--- config.mk ---
export PLATFORM = sky130hd
export DESIGN_NAME = kw_frame_ctrl
export DESIGN_NICKNAME = d
export VERILOG_FILES = /design/src/rtl/kw_frame_ctrl.sv
export SDC_FILE = /design/constraint.sdc
export NUM_CORES = 1
export LEC_CHECK = 0
export ABC_AREA = 1
export CAP_MARGIN = 20
export CORE_MARGIN = 5
export CORE_UTILIZATION = 35
export DETAILED_ROUTE_END_ITERATION = 12
export PLACE_DENSITY = 0.6
export SLEW_MARGIN = 20
export SYNTH_ARGS = -nofsm -noshare
export SYNTH_HDL_FRONTEND = slang
export SYNTH_SLANG_ARGS = --single-unit
--- constraint.sdc ---
create_clock -name clk -period 18.35 [get_ports clk]
set_clock_uncertainty 0.1 [all_clocks]
set_input_delay 3.67 -clock clk [delete_from_list [all_inputs] [get_ports clk]]
set_output_delay 3.67 -clock clk [all_outputs]
set_load 0.01 [all_outputs]
--- src/rtl/kw_frame_ctrl.sv ---
// kw_frame_ctrl: parses HDR/ADDR/D0..D3[/CSUM] write frames and atomically commits fw/pw/aw/mode.
// Build option KW_CHECKSUM_EN adds the CSUM byte; outputs and upd land 2 cycles after the last byte.
module kw_frame_ctrl #(
  parameter int          TIMEOUT = 5_000_000,
  parameter logic [7:0]  HDR     = 8'hA5
) (
  input  logic        clk,
  input  logic        rst,
  input  logic [7:0]  rx_data,
  input  logic        rx_valid,
  output logic [31:0] fw,
  output logic [31:0] pw,
  output logic [31:0] aw,
  output logic [31:0] mode,
  output logic        upd,
  output logic        err,
  output logic        busy
);

  typedef enum logic [2:0] {
    S_IDLE, S_ADDR, S_D0, S_D1, S_D2, S_D3, S_CSUM, S_APPLY
  } state_t;

  localparam logic [23:0] TO_LAST = 24'(TIMEOUT - 1);

  state_t            state_q, state_d;
  logic [7:0]        addr_q, addr_d;
  logic [31:0]       data_q, data_d;
  logic [23:0]       cnt_q, cnt_d;
  logic [3:0][31:0]  shadow_q, shadow_d;
  logic [3:0][31:0]  out_q, out_d;
  logic              upd_q, upd_d;
  logic              err_q, err_d;
`ifdef KW_CHECKSUM_EN
  logic [7:0]        csum_q, csum_d;
`endif

  logic addr_write, addr_commit, addr_ok;

  // 0x00-0x03 / 0x80-0x83 write a shadow; bit 7 or the 0x40 code requests a commit.
  assign addr_write  = (addr_q[6:2] == 5'd0);
  assign addr_commit = (addr_write && addr_q[7]) || (addr_q == 8'h40);
  assign addr_ok     = addr_write || (addr_q == 8'h40);

  always_comb begin
    state_d  = state_q;
    addr_d   = addr_q;
    data_d   = data_q;
    shadow_d = shadow_q;
    out_d    = out_q;
    upd_d    = 1'b0;
    err_d    = 1'b0;
`ifdef KW_CHECKSUM_EN
    csum_d   = csum_q;
`endif

    if (state_q == S_IDLE || state_q == S_APPLY || rx_valid) begin
      cnt_d = '0;
    end else begin
      cnt_d = cnt_q + 24'd1;
    end

    case (state_q)
      S_IDLE: begin
        if (rx_valid && rx_data == HDR) begin
          state_d = S_ADDR;
        end
      end
      S_ADDR: begin
        if (rx_valid) begin
          addr_d  = rx_data;
          state_d = S_D0;
`ifdef KW_CHECKSUM_EN
          csum_d  = rx_data;
`endif
        end
      end
      S_D0, S_D1, S_D2, S_D3: begin
        if (rx_valid) begin
          // Bytes arrive LSB first, so shift in from the top.
          data_d = {rx_data, data_q[31:8]};
`ifdef KW_CHECKSUM_EN
          csum_d = csum_q ^ rx_data;
`endif
          case (state_q)
            S_D0:    state_d = S_D1;
            S_D1:    state_d = S_D2;
            S_D2:    state_d = S_D3;
            default: begin
`ifdef KW_CHECKSUM_EN
              state_d = S_CSUM;
`else
              if (addr_ok) begin
                state_d = S_APPLY;
              end else begin
                state_d = S_IDLE;
                err_d   = 1'b1;
              end
`endif
            end
          endcase
        end
      end
      S_CSUM: begin
`ifdef KW_CHECKSUM_EN
        if (rx_valid) begin
          if (addr_ok && rx_data == csum_q) begin
            state_d = S_APPLY;
          end else begin
            state_d = S_IDLE;
            err_d   = 1'b1;
          end
        end
`else
        state_d = S_IDLE;
`endif
      end
      S_APPLY: begin
        if (addr_write) begin
          shadow_d[addr_q[1:0]] = data_q;
        end
        // Commit from the updated shadows so a write+commit frame lands in one step.
        if (addr_commit) begin
          out_d = shadow_d;
          upd_d = 1'b1;
        end
        state_d = S_IDLE;
      end
      default: state_d = S_IDLE;
    endcase

    if (state_q != S_IDLE && state_q != S_APPLY && !rx_valid && cnt_q == TO_LAST) begin
      state_d = S_IDLE;
      err_d   = 1'b1;
    end
  end

  always_ff @(posedge clk or posedge rst) begin
    if (rst) begin
      state_q  <= S_IDLE;
      addr_q   <= '0;
      data_q   <= '0;
      cnt_q    <= '0;
      shadow_q <= '0;
      out_q    <= '0;
      upd_q    <= 1'b0;
      err_q    <= 1'b0;
`ifdef KW_CHECKSUM_EN
      csum_q   <= '0;
`endif
    end else begin
      state_q  <= state_d;
      addr_q   <= addr_d;
      data_q   <= data_d;
      cnt_q    <= cnt_d;
      shadow_q <= shadow_d;
      out_q    <= out_d;
      upd_q    <= upd_d;
      err_q    <= err_d;
`ifdef KW_CHECKSUM_EN
      csum_q   <= csum_d;
`endif
    end
  end

  assign fw   = out_q[0];
  assign pw   = out_q[1];
  assign aw   = out_q[2];
  assign mode = out_q[3];
  assign upd  = upd_q;
  assign err  = err_q;
  assign busy = (state_q != S_IDLE);

endmodule

==> metrics.csv <==
metric,value,unit
status,completed,
grt_max_degree,137,
cts_buffers,38,
r2r-end,mode[31],
layout_commonest_cell,nand2_1,
insertion_delay,0.54,ns
clock_sinks,325,
top_layer,met4,
ys_ff_latch,325,
cp_num_buf_inv,4,
synth_xor_area_share,0.419,%
drt_iter0_drc,842,
start_util,35.6,%
setup-tns-final,0,ns
cts_hold_buffers,0,
wl_per_cell,16.3,um
worst_slack,12.19,ns
path_delay_family,buffers and inverters,
cp_data_required_time,18.77,ns
timing.fmax,0.162,GHz
maxCapViolations,0,
synthMuxAreaShare,0,%
cts.reportedPaths.clkPinSlew,0.06,ns
cp_max_fo,108,
r2r_start,state_q[2],
synth_nets,1818,
internal_power,1.27,mW
layout_common_cells,"784 x nand2_1, 325 x dfrtp_1, 193 x o21ai_0",
syn2layout_area_growth,20.0,%
dpl_cell_area,16300,um2
cp_slowest_cell,buf_4,
synth_area_leaders,"dfrtp_1 56%, nand2_1 20%, o21ai_0 6.6%",
power.leakage,8.38,nW
worst-path-stages,4,
p_switching,556,uW
die_x,214,um
post_cts_buffers,0,
synth_area,14600,um2
gp_congestion,0.817,
coreArea,41100,um2
r2r_slack,14.86,ns
finalSetupViolations,0,
synth_compound_area_share,11.4,%
n_antenna_cell,0,
dr.pass1.iters,5,
grt_pass1_wl,64000,um
path_common_cell,buf_4,
wl_met3,1980,um
die_area,46000,um2
cts.repair.resized,0,
hp-start,cnt_q[0],
synthAdderAreaFrac,0.171,%
wl,40200,um
hold-path-cell-count,1,
drt-vias-per-instance,4.72,
antenna_found_initial,0,
finalPower,1.83,mW
path_class,primary input to async pin,
fin_hold_ws,0.366,ns
fin_nets,1918,
rsz0062_at_grt,false,
grt_usage,17.3,%
die_h,214,um
critPathCaptureType,async pin,
layout-drive-gt1-share,6.99,%
grt_overflow,0,
fin_area,17500,um2
ys_seq_area_share,55.6,%
slew_violations,0,
preCtsSetupSlack,11.47,ns
min_to,cnt_q[0],
rr_worst_depth,6,
drc,0,
met1Wirelength,18600,um
clockBufferDepth,3,
portBuffers,141,
yosysUniqueCellTypes,33,
setup.worst_path.start_class,primary input,
vias,11632,
cts_tree,yes,
avgSynthCellArea,8.10,um2
htree_levels,2,
clockRootBuffer,clkbuf_16,
synth_top_family_by_area,simple AND/OR/NAND/NOR gates,
yosys.area_share.simple,24.1,%
p_comb_share,11.5,%
crit_chain,clkdlybuf4s50_1 > inv_8 > buf_4 > buf_4,
p_seq_share,46.8,%
wl_met2,18600,um
clkPwrFrac,41.7,%
max_slew.worst_pin.slew,1.04,ns
io_pins,142,
p_sw_share,30.4,%
hold_viol_final,0,
timing.final.crit_share,33.5,%
ant_nets,0,
rows,74,
ir_drop,58.5,uV
maxSlewHeadroom,30.6,%
grt_pass1_vias,11245,
power_density,104,nW/um2
yosysTopAreaCellShare,55.6,%
worstPathArrival,6.58,ns
synth-warning-count,0,
cp_slowest_stage_delay,0.90,ns
num-fill-cells,4171,
fin_crit,6.16,ns
dp_hpwl,26100,um
synth_cells,1805,
hold_path.class,flop to flop,
yosysTopAreaCell,dfrtp_1,
[registers in the layout, indices dropped and copies added (netlist names)]
register	count
err	1
pw	32
shadow_q	128
upd	1
fw	32
mode	32
cnt_q	24
data_q	32
aw	32
state_q	3
addr_q	8
[metal layers]
metal / GRT usage (%) / vias up
met5: 0 / -
met4: 5.43 / 0
met2: 27.5 / 277
met1: 23.9 / 5496
met3: 3.56 / 67
li1: - / 5792
[how the worst max path moves through the flow]
stage          from           end  slack, ns
6_report        rst  shadow_q[82]      12.19
5_1_grt         rst        aw[21]      11.69
4_1_cts         rst        aw[20]      12.05
3_5_place_dp    rst        aw[22]      11.47
3_3_place_gp    rst        pw[16]      11.50
2_1_floorplan   rst     addr_q[0]       5.58
[power by group through the flow]
| stage | sequential (mW) | clock (mW) | combinational, mW |
|---|---|---|---|
| CTS | 0.858 | 0.786 | 0.213 |
| floorplan | 0.803 | 0 | 0.175 |
| global route | 0.859 | 0.813 | 0.242 |
| detailed placement | 0.871 | 0 | 0.212 |
| global placement | 0.871 | 0 | 0.206 |
| finish | 0.856 | 0.763 | 0.211 |
[kinds of logic (layout without fill, tap and decap cells)]
group,count (synthesis),count (layout)
AND/OR/NAND/NOR,904,904
flip-flops,325,325
AO/OA/AOI/OAI,298,298
buffers and inverters,269,395
XOR/XNOR,7,7
adder cells (fa/ha/maj),2,2
[through the flow]
step | cells | util (%)
final | 2463 | 42.7
after global routing | 2463 | 42.7
after CTS | 2463 | 42.7
after detailed placement | 2397 | 39.6
after global placement | 2396 | 39.5
after floorplan | 1805 | -
[synthesized netlist by cell type, drive strengths merged]
library cell / number
a21oi: 33
a2bb2oi: 1
a31oi: 1
and3: 1
buf: 50
clkbuf: 42
dfrtp: 325
ha: 2
inv: 177
nand2: 788
nand3: 11
nand4: 4
nor2: 81
nor3: 18
nor3b: 1
o21a: 1
o21ai: 262
xnor2: 2
xor2: 5
[cell type report]
type | count | area, um2 | area share (%)
timing repair buffer | 152 | 1510 | 8.61
tap | 532 | 666 | 3.79
clock buffer | 52 | 1130 | 6.47
multi-input combinational | 1211 | 5280 | 30.1
sequential | 325 | 8130 | 46.4
inverter | 177 | 677 | 3.86
clock inverter | 14 | 140 | 0.799
(Power assumes the default switching activity.)
